==> src/rtl/cnn_conv_pool_engine.sv <==
// Convolution + max-pool engine: loads NUM_KERNELS signed kernels from kernel memory,
// then computes ReLU/shift/saturated dot products per window and max-pools over POOL_N windows.
module cnn_conv_pool_engine #(
    parameter int NUM_KERNELS = 2,
    parameter int TAPS        = 4,
    parameter int PIX_W       = 8,
    parameter int ADDR_W      = 5,
    parameter int KBASE       = 0,
    parameter int SHIFT       = 2,
    parameter int POOL_N      = 4
) (
    input  logic                         clk,
    input  logic                         rst,
    input  logic                         load_start,
    output logic                         busy,
    output logic                         kmem_rd_en,
    output logic [ADDR_W-1:0]            kmem_addr,
    input  logic [TAPS*PIX_W-1:0]        kmem_rdata,
    input  logic                         pix_valid,
    output logic                         pix_ready,
    input  logic [TAPS*PIX_W-1:0]        pix_data,
    output logic                         out_valid,
    input  logic                         out_ready,
    output logic [NUM_KERNELS*PIX_W-1:0] out_data
);

    localparam int ACC_W  = 2*PIX_W + $clog2(TAPS) + 1;
    localparam int KIDX_W = (NUM_KERNELS > 1) ? $clog2(NUM_KERNELS) : 1;
    localparam int CNT_W  = (POOL_N > 1) ? $clog2(POOL_N) : 1;

    typedef enum logic [1:0] {IDLE, LOAD, DRAIN, RUN} state_t;

    state_t                state, state_next;
    logic [KIDX_W-1:0]     rd_idx;
    logic                  cap_en;
    logic [KIDX_W-1:0]     cap_idx;
    logic [TAPS*PIX_W-1:0] kern [NUM_KERNELS];
    logic                  kern_valid;
    logic [CNT_W-1:0]      pool_cnt;
    logic [PIX_W-1:0]      pool_max [NUM_KERNELS];
    logic [PIX_W-1:0]      win_val  [NUM_KERNELS];
    logic [PIX_W-1:0]      new_max  [NUM_KERNELS];
    logic                  last_rd, reload, accept, pool_first, pool_last;

    assign last_rd    = (rd_idx == KIDX_W'(NUM_KERNELS-1));
    assign reload     = (state == RUN) && load_start;
    assign pix_ready  = (state == RUN) && kern_valid && (!out_valid || out_ready);
    assign accept     = pix_valid && pix_ready;
    assign pool_first = (pool_cnt == '0);
    assign pool_last  = (pool_cnt == CNT_W'(POOL_N-1));

    always_ff @(posedge clk) begin
        if (rst) begin
            state <= IDLE;
        end else begin
            state <= state_next;
        end
    end

    always_comb begin
        state_next = state;
        busy       = 1'b1;
        kmem_rd_en = 1'b0;
        kmem_addr  = '0;
        case (state)
            IDLE: begin
                if (load_start) state_next = LOAD;
            end
            LOAD: begin
                kmem_rd_en = 1'b1;
                kmem_addr  = ADDR_W'(KBASE) + ADDR_W'(rd_idx);
                if (last_rd) state_next = DRAIN;
            end
            DRAIN: begin
                state_next = RUN;
            end
            RUN: begin
                busy = 1'b0;
                if (load_start) state_next = LOAD;
            end
            default: state_next = IDLE;
        endcase
    end

    // Read data arrives one cycle after the strobe, so the capture index trails rd_idx by one.
    always_ff @(posedge clk) begin
        if (rst) begin
            rd_idx     <= '0;
            cap_en     <= 1'b0;
            cap_idx    <= '0;
            kern_valid <= 1'b0;
        end else begin
            cap_en  <= (state == LOAD);
            cap_idx <= rd_idx;
            if (state == LOAD) begin
                rd_idx <= last_rd ? '0 : rd_idx + KIDX_W'(1);
            end
            if (reload) begin
                kern_valid <= 1'b0;
            end else if (state == DRAIN) begin
                kern_valid <= 1'b1;
            end
        end
    end

    always_ff @(posedge clk) begin
        if (cap_en) begin
            kern[cap_idx] <= kmem_rdata;
        end
    end

    always_comb begin
        logic signed [ACC_W-1:0] acc;
        logic signed [ACC_W-1:0] w_ext;
        logic signed [ACC_W-1:0] p_ext;
        logic        [ACC_W-1:0] shifted;
        logic        [PIX_W-1:0] w;
        logic        [PIX_W-1:0] p;
        acc     = '0;
        w_ext   = '0;
        p_ext   = '0;
        shifted = '0;
        w       = '0;
        p       = '0;
        for (int k = 0; k < NUM_KERNELS; k++) begin
            acc = '0;
            for (int i = 0; i < TAPS; i++) begin
                w     = kern[k][i*PIX_W +: PIX_W];
                p     = pix_data[i*PIX_W +: PIX_W];
                w_ext = {{(ACC_W-PIX_W){w[PIX_W-1]}}, w};
                p_ext = {{(ACC_W-PIX_W){1'b0}}, p};
                acc   = acc + w_ext * p_ext;
            end
            shifted    = acc[ACC_W-1] ? '0 : (ACC_W'(acc) >> SHIFT);
            win_val[k] = (|shifted[ACC_W-1:PIX_W]) ? '1 : shifted[PIX_W-1:0];
            new_max[k] = (pool_first || (win_val[k] > pool_max[k])) ? win_val[k] : pool_max[k];
        end
    end

    // A reload restarts pooling but leaves an unaccepted result in place.
    always_ff @(posedge clk) begin
        if (rst) begin
            pool_cnt  <= '0;
            out_valid <= 1'b0;
            out_data  <= '0;
            for (int k = 0; k < NUM_KERNELS; k++) pool_max[k] <= '0;
        end else begin
            if (out_valid && out_ready) begin
                out_valid <= 1'b0;
            end
            if (reload) begin
                pool_cnt <= '0;
                for (int k = 0; k < NUM_KERNELS; k++) pool_max[k] <= '0;
            end else if (accept) begin
                for (int k = 0; k < NUM_KERNELS; k++) pool_max[k] <= new_max[k];
                if (pool_last) begin
                    pool_cnt  <= '0;
                    out_valid <= 1'b1;
                    for (int k = 0; k < NUM_KERNELS; k++) out_data[k*PIX_W +: PIX_W] <= new_max[k];
                end else begin
                    pool_cnt <= pool_cnt + CNT_W'(1);
                end
            end
        end
    end

endmodule

==> config.mk <==
export PLATFORM = sky130hd
export DESIGN_NAME = cnn_conv_pool_engine
export DESIGN_NICKNAME = d
export VERILOG_FILES = /design/src/rtl/cnn_conv_pool_engine.sv
export SDC_FILE = /design/constraint.sdc
export NUM_CORES = 1
export LEC_CHECK = 0
export ABC_AREA = 0
export CAP_MARGIN = 20
export CORE_ASPECT_RATIO = 2
export CORE_UTILIZATION = 40
export CTS_CLUSTER_DIAMETER = 120
export DETAILED_ROUTE_END_ITERATION = 10
export MAX_ROUTING_LAYER = met4
export PLACE_DENSITY = 0.59
export SLEW_MARGIN = 10
export SYNTH_ARGS = -nofsm -noshare
export SYNTH_HDL_FRONTEND = slang
export SYNTH_SLANG_ARGS = --single-unit
==> constraint.sdc <==
create_clock -name clk -period 10.8 [get_ports clk]
set_input_delay 1.62 -clock clk [delete_from_list [all_inputs] [get_ports clk]]
set_output_delay 1.62 -clock clk [all_outputs]
set_load 0.05 [all_outputs]
After elaboration in Yosys (flattened, before gate mapping)
Memories as Yosys holds them, arrays and structs flattened.
Cells that the tools add are included.

operators by class
  bitwise operators = 5
  mux-type cells = 33
  order comparisons = 2
  multipliers = 8
  equal/unequal tests = 6
  add/sub/neg operators = 8
  reduce and logical (&&, ||, !) cells = 17

operators by type and width
  operator                                       number
  multiplier 8 x 9 -> 17 bit                     8
  two-way mux 8 bit                              8
  adder 18 x 17 -> 19 bit                        2
  adder 19 x 17 -> 19 bit                        2
  adder 17 x 17 -> 18 bit                        2
  two-way mux 16 bit                             2
  OR reduction 11 bit                            2
  two-way mux 1 bit                              19
  greater-than comparator 8 bit                  2
  == test 2 bit, second input constant           3
  two-way mux 2 bit                              3
  one-hot mux 2 bit (3 select lines)             1
  logical AND 1 bit                              5
  logical NOT 2 bit                              2
  bitwise OR 1 bit                               4
  OR reduction 2 bit                             2
  logical OR 1 bit                               3
  AND reduction 3 bit                            1
  adder 2 x 1 -> 2 bit, second input constant    1
  == test 2 x 1 -> 1 bit, second input constant  1
  != test 2 x 1 -> 1 bit, second input constant  1
  != test 2 bit, second input constant           1
  AND reduction 2 bit                            1
  adder 1 bit, second input constant             1
  2 further kinds                                2

storage, ports and cells
  input bits = 69
  bits in registers = 25
  memory bits (writable) = 80
  word-level logic and storage cells = 89
  output and inout bits = 25
  memories kept = 2

memories
  memory    words  bits a word  rd ports  clocked after memory_dff  write ports  line  text
  kern      2      32           2         0                         1            37    logic [TAPS*PIX_W-1:0] kern [NUM_KERNELS];
  pool_max  2      8            2         0                         2            40    logic [PIX_W-1:0] pool_max [NUM_KERNELS];

Longest topological paths before layout
Gate-level depths: netlist of the first run.
An unclocked memory read counts as a cell.

  depth in word-level cells = 12
  gate-level depth with buffers = 38
  depth with buffers taken out = 35

Worst setup path after synthesis of the first run
No wires, ideal clock.

  kind = input-to-reg
  start point = input port pix_data[4]
  end point = memory pool_max[0][5], data pin
  path slack = 1.226 ns
  data required time = 10.531 ns
  arrival time = 9.304 ns
  cell stages on the path = 33
  cells stage by stage = clkbuf_1 and2_1 fa_1 fa_1 fa_1 inv_1 fa_1 fa_1 inv_1 fa_1 fa_1 inv_1 fa_1 inv_1 ha_1 clkbuf_1 a21oi_1 o21ai_1 a22o_1 a311oi_2 xor2_1 nand3_1 nor2_1 a21oi_1 ha_1 a21o_1 a211o_1 inv_1 a21oi_1 clkbuf_1 or2_2 o41ai_1 nor3b_1

RTL lines
  element      line  text
  from (decl)  21    input logic [TAPS*PIX_W-1:0] pix_data,
  to (decl)    40

==> flow_summary.ini, run 1 <==
[synthesis]
seq_area_frac_synth = 0.120
synth_area_per_cell_um2 = 9.51
synth_common_cells = inv_1 (719), fa_1 (464), ha_1 (320)
synth_warnings = 0
synthDistinctLibCells = 70
synth_edf_count = 80
ys_ff_latch = 105
synth_top_area_share = 0.383
netlist_instances = 2548
synthTopCellsByArea = fa_1 (38%), ha_1 (17%), inv_1 (11%)
synth_most_common_cell = inv_1
ys.flop_type = edfxtp_1
yosysTopAreaCell = fa_1
synth_area_um2 = 24200
synthArstFlopShare = 0

[worst_setup_path]
rr_worst_depth = 28
cp-end-kind = flip-flop
r2r_setup_slack_ps = 1610
cpMostUsedCell = fa_1
critPathMaxStageDelay_ps = 590
cp_data_required_time_ps = 11030
critPathLaunchType = input pin
r2r-end = pool_max[0][13]
reg2reg_from = kern[1][15]
slowest_stage = fa_1
crit_arrival_ps = 10530
critical_path.max_fanout = 14
crit_type = in -> reg

[routing]
vias = 16758
firstDrtPassIters = 5
ant_nets = 0
drc_errors = 0
wl_per_cell_um = 18.2
first_iter_violations = 634
routed_wl_um = 62800
avgViaCountPerCell = 4.85

[placed_design]
dpl-instance-area_um2 = 26700
portBuffers = 89
place_hpwl_um = 57000
gp_congestion = 0.915
dp_slack_ps = 63.6

[sta]
max-slew-margin-rel = 0.538
worst_slack_ps = 501
tightest_slew_ps = 692
drv_slew = 0
min_period_over_period = 0.954
hold_viol = 0
skew_ps = 13.3
finalSetupViolCount = 0
fmax_mhz = 97.1
setup_tns_ps = 0
rsz0062_at_grt = false
layout_min_cycle_time_ps = 10300

[final_layout]
nets = 3529
design_area_um2 = 27000
seq_area_um2 = 2900
area_delta_synth_final_pct = 11.6
fill_cells = 5751
drive_gt1_frac = 0.0418
multiInputGateArea_um2 = 18500

[floorplan]
rows = 127
core_area_um2 = 59900
start_util = 0.405
die-area_um2 = 61700
die_height_um = 350
die_x_um = 176
io_pins = 94

[hold_path]
min-delay-start = out_data[7]
min_to = out_data[7]
whs_path_depth = 2
hold_path_class = reg -> reg

[clock_tree]
cts_buffers = 9
clk_path_buf_depth = 2
cts_tree = yes
h-tree-depth = 3
cts_root_buffer = clkbuf_16
clk_latency_ps = 360
clk_pin_slew_ps = 80
clock-sinks = 105

[global_routing]
overflow = 0
grt_usage = 0.224
grt_pass1_wl_um = 102000
grt_pass1_vias = 19106
antenna_found_initial = 1
grt_max_degree = 33

[run]
maxCapViolCount = 0

[run_status]
status = finished, final reports clean
## placed cells by master, fill, tap and decap left out, types with 28 or more instances in the layout
cell             netlist  final
inv_1                719    719
fa_1                 464    464
ha_1                 320    320
and2_1               317    317
nand2_1              178    178
clkdlybuf4s50_1        0     87
edfxtp_1              80     80
nor2_1                72     72
buf_4                  4     55
a21oi_1               41     40
nand2b_1              28     28
## repair_timing
item | in CTS | in global routing
setup endpoints to repair | 0 | 12
resized for setup | 0 | 6
hold buffers | 0 | 0
buffers inserted | 0 | 0
## critical path: cells and delay by family
kind / cells / cell delay (ps)
XOR/XNOR: 1 / 220
AND/OR/NAND/NOR: 7 / 1200
buffers and inverters: 7 / 1270
AO/OA/AOI/OAI: 6 / 1490
adder cells (fa/ha/maj): 10 / 4700
## flip-flops by register name, indices dropped and copies added, names as in the netlist
name	count
kern	64
out_data	16
pool_max	16
pool_cnt	2
state	2
cap_en	1
cap_idx	1
kern_valid	1
last_rd	1
out_valid	1
## kinds of logic (layout without fill, tap and decap cells)
logic type / after synthesis / after routing / synth area share
adder cells (fa/ha/maj): 784 / 784 / 0.548
buffers and inverters: 768 / 898 / 0.120
AND/OR/NAND/NOR: 703 / 703 / 0.155
AO/OA/AOI/OAI: 152 / 152 / 0.0437
flip-flops: 105 / 105 / 0.120
XOR/XNOR: 33 / 33 / 0.0122
multiplexers: 2 / 2 / 0.000877
other: 1 / 6 / 0.000155
## layout make-up
class                   count  area share
repair buffers            163      0.0625
clock inverters             7     0.00310
multi-input cells        1678       0.683
inverters                 719      0.0998
well taps                 774      0.0358
diodes                      2    0.000185
flip-flops and latches    105       0.107
clock buffers               9     0.00833
## how the worst max path moves through the flow
stage	from	to	slack [ps]
after floorplan	pix_data[4]	pool_max[0][5]	1230
after global placement	pix_data[31]	pool_max[0][5]	180
after detailed placement	pix_data[31]	pool_max[0][7]	60
after CTS	pix_data[31]	pool_max[0][7]	370
after global routing	pix_data[2]	pool_max[0][6]	40
final	pix_data[27]	pool_max[0][0]	500
## per-layer routing
layer  wire length (um)  vias to the layer above  GRT usage
met2              35600                      293      0.424
met3               1680                      104     0.0218
met4               2610                        0     0.0859
li1                   -                     7862          -
met1              22900                     8499      0.235
met5                  0                        -          -
## metrics by stage
step,utilization,hold WS [ps],cells
CTS,0.451,483,3455
floorplan,-,431,2551
global route,0.451,505,3456
finish,0.451,477,3457
detailed placement,0.446,456,3439
global placement,0.446,461,3439
Power of run 1 is not shown: default switching activity piles up to over one toggle a cycle in this logic, so the estimate is an artifact.
==> inputs of run 2 (changes only) <==
Clock period 10.8 ns to 10 ns, I/O delays scaled along.
==> run 2 against run 1 <==
Effect of this change:
- global-route usage increased by 0.97 points
- first-iteration DRC count increased by 5.4%
- hold slack got worse by 3.9 ps
- routed wire length increased by 5.4%
- clock-buffer cell count increased by 2
- highest routed layer unchanged
==> flow_summary.ini, run 2 (synthesis gave the netlist of run 1 again) <==
[run_status]
status = finished, final reports clean

[final_layout]
final_cell_mix = inv_1 (718), fa_1 (447), and2_1 (316)
area_delta_synth_final_pct = 15.5
fill_cells = 5701
drive_gt1_frac = 0.0896
top_register = kern
largest_register_ff_count = 64
nets = 3605
largestRegisters = kern (64), out_data (16), pool_max (16)
final_common_cell = inv_1
antenna_cells = 0

[routing]
wl_met3_um = 1620
ant_nets = 0
wl_per_cell_um = 18.7
firstDrtPassIters = 5
routed_wl_um = 66200
vias = 17266
top_layer_used = met4
first_iter_violations = 668
drc_errors = 0
wl_met2_um = 37500
m1WireLength_um = 23700
avgViaCountPerCell = 4.89

[sta]
hold_ws_ps = 473
min_period_over_period = 0.972
rsz0062_at_grt = true
layout_min_cycle_time_ps = 9720
finalSetupViolCount = 0
skew_ps = 13.3
tightest_slew_ps = 690
hold_viol = 0
fmax_mhz = 103
max-slew-margin-rel = 0.540
drv_slew = 0

[clock_tree]
clk_path_buf_depth = 2
clk_latency_ps = 370
h-tree-depth = 3
cts_tree = yes
clock-sinks = 105
cts_buffers = 9
clk_pin_slew_ps = 80
cts_root_buffer = clkbuf_16
cts-hold-fix-buffers = 0

[worst_setup_path]
crit_arrival_ps = 10000
slowest_stage = fa_1
critPathMaxStageDelay_ps = 550
cp-end-kind = flip-flop
cp_data_required_time_ps = 10280
cpMostUsedCell = fa_1
critPathLaunchType = input pin
crit_type = in -> reg
critical_path.max_fanout = 16

[floorplan]
io_pins = 94
die-area_um2 = 61700
rows = 127
start_util = 0.405
die_x_um = 176
core_area_um2 = 59900
die_height_um = 350

[global_routing]
overflow = 0
grt_pass1_wl_um = 106000
grt_usage = 0.234
antenna_found_initial = 0
grt_max_degree = 33
grt_pass1_vias = 19788

[placed_design]
portBuffers = 89
place_hpwl_um = 59600
gp_congestion = 0.974

[run]
maxCapViolCount = 0

[hold_path]
hold_path_class = reg -> reg
-- run 2: worst paths after layout --
kind                      from              to  slack, ps  cells past startpoint
setup / recovery  pix_data[22]    out_data[15]        280                     31
hold / removal     out_data[0]     out_data[0]        470                      2
setup reg to reg    kern[0][7]  pool_max[0][3]       1260                     32
hold reg to reg    out_data[0]     out_data[0]        470                      2
-- run 2: per-stage QoR --
step / setup WS, ps / instance area, um2 / TNS (ps) / cells / utilization
after global routing: -30.6 / 28000 / -167 / 3531 / 0.468
after global placement: -481 / 27300 / -12200 / 3506 / 0.456
after CTS: 6.38 / 27600 / 0 / 3524 / 0.462
after detailed placement: -612 / 27300 / -14950 / 3506 / 0.456
final: 280 / 28000 / 0 / 3531 / 0.468
after floorplan: 546 / 24300 / 0 / 2551 / -
-- run 2: layout make-up --
cell class | instances | area (um2) | area share
multi-input cells | 1678 | 18700 | 0.669
flip-flops and latches | 105 | 2900 | 0.104
clock inverters | 5 | 37.5 | 0.00134
repair buffers | 239 | 2420 | 0.0865
well taps | 774 | 968 | 0.0346
inverters | 719 | 2700 | 0.0964
clock buffers | 11 | 233 | 0.00831
-- run 2: per-layer routing --
layer / global-route usage / up-vias
li1: - / 8013
met1: 0.241 / 8788
met2: 0.448 / 323
met3: 0.0204 / 142
met4: 0.0893 / 0
met5: - / -
-- run 2: repair_timing --
action | CTS | global route
pin swaps | 4 | 69
resized for setup | 13 | 78
endpoints found under the setup margin | 27 | 32
setup buffers | 2 | 5
cloned | 0 | 2
-- run 2: worst max-delay path, delay by kind of cell --
kind | cells | cell delay, ps
AO/OA/AOI/OAI | 5 | 1020
adder cells (fa/ha/maj) | 10 | 4600
buffers and inverters | 9 | 1300
AND/OR/NAND/NOR | 7 | 1570
Power of run 2 is left out for the same reason.
==> inputs of run 3 (changes only) <==
Settings changed: CORE_UTILIZATION 40 to 25, PLACE_DENSITY 0.59 to 0.42, SLEW_MARGIN 10 to 5.
==> run 3 against run 2 <==
Effect of this change:
- die area grew 59%
- non-clock buffer count grew 58
- final area grew 5.2%
- critical path type unchanged
- critical endpoint is now pool_max[0][3]
==> flow_summary.ini, run 3 (synthesis gave the netlist of run 1 again) <==
[run_status]
status = finished, final reports clean

[worst_setup_path]
cpMostUsedCell = fa_1
critical_path.max_fanout = 9
crit_type = in -> reg
slowest_stage = fa_1
crit_arrival_ps = 9830
cp_data_required_time_ps = 10140
cp-end-kind = flip-flop
critPathLaunchType = input pin
critPathMaxStageDelay_ps = 550

[hold_path]
hold_path_class = reg -> reg

[global_routing]
grt_pass1_wl_um = 114000
grt_max_degree = 33
grt_usage = 0.159
grt_pass1_vias = 19528
overflow = 0
antenna_found_initial = 1

[sta]
finalSetupViolCount = 0
min_period_over_period = 0.969
skew_ps = 17.0
drv_slew = 0
hold_viol = 0
fmax_mhz = 103
layout_min_cycle_time_ps = 9690
tightest_slew_ps = 968
max-slew-margin-rel = 0.353

[final_layout]
nets = 3663
largestRegisters = kern (64), out_data (16), pool_max (16)
final_cell_mix = inv_1 (715), fa_1 (440), and2_1 (310)
area_delta_synth_final_pct = 21.5
final_common_cell = inv_1
drive_gt1_frac = 0.119
fill_cells = 10065
design_area_um2 = 29500
largest_register_ff_count = 64
final_util = 0.307
top_register = kern

[routing]
ant_nets = 0
avgViaCountPerCell = 4.25
wl_per_cell_um = 18.3
vias = 17162
routed_wl_um = 74100
first_iter_violations = 488
drc_errors = 0
firstDrtPassIters = 4

[clock_tree]
clk_latency_ps = 380
cts-hold-fix-buffers = 0
cts_tree = yes
h-tree-depth = 3
clk_pin_slew_ps = 80
clk_path_buf_depth = 2
cts_root_buffer = clkbuf_16
clock-sinks = 105
cts_buffers = 9

[floorplan]
io_pins = 94
die_height_um = 442
die-area_um2 = 98300
core_area_um2 = 96100
start_util = 0.252
rows = 161
die_x_um = 222

[placed_design]
dpl-instance-area_um2 = 28400
gp_congestion = 0.837
portBuffers = 89
place_hpwl_um = 66600

[run]
maxCapViolCount = 0
[run 3: path summary, 6_finish.rpt]
path,startpoint,endpoint,slack [ps],cells past startpoint
worst min register to register,out_data[6],out_data[6],460,2
worst min-delay path,out_data[6],out_data[6],460,2
worst max register to register,kern[1][15],pool_max[0][9],1140,31
worst max-delay path,pix_data[6],pool_max[0][3],310,37
[run 3: critical path, delay by kind of cell]
| family | cells | cell delay, ps |
|---|---|---|
| compound gates | 6 | 810 |
| xor+xnor | 1 | 190 |
| fa+ha+maj | 10 | 4740 |
| buf+inv | 12 | 1590 |
| simple gates | 8 | 970 |
[run 3: per-layer routing]
layer | track usage | vias to the layer above | part of all wire
met5 | - | - | 0
met4 | 0.0520 | 0 | 0.041
met3 | 0.0151 | 93 | 0.022
met2 | 0.319 | 226 | 0.59
met1 | 0.157 | 8715 | 0.35
li1 | - | 8128 | -
[run 3: final cells by class]
| class | count | area, um2 | share of cell area |
|---|---|---|---|
| Antenna cell | 2 | 5.00 | 0.000170 |
| Clock buffer | 9 | 225 | 0.00764 |
| Clock inverter | 7 | 77.6 | 0.00263 |
| Inverter | 719 | 2700 | 0.0917 |
| Multi-Input combinational cell | 1678 | 18900 | 0.642 |
| Sequential cell | 105 | 2900 | 0.0985 |
| Tap cell | 1222 | 1530 | 0.0519 |
| Timing Repair Buffer | 297 | 3110 | 0.105 |
[run 3: repair_timing]
item / 4_1_cts / 5_1_grt
pin swaps: 2 / 108
gates resized for setup: 12 / 132
setup endpoints to repair: 30 / 32
gates cloned: 0 / 4
buffers inserted: 0 / 13
[run 3: metrics by stage]
step | hold slack, ps | setup WS, ps | std cells | setup TNS [ps]
2_1_floorplan | 431 | 546 | 2551 | 0
3_3_place_gp | 449 | -632 | 4004 | -15490
3_5_place_dp | 446 | -567 | 4004 | -13730
4_1_cts | 475 | -6.84 | 4020 | -12.9
5_1_grt | 488 | -33.8 | 4038 | -162
6_report | 464 | 308 | 4039 | 0
Power of run 3 is left out for the same reason.
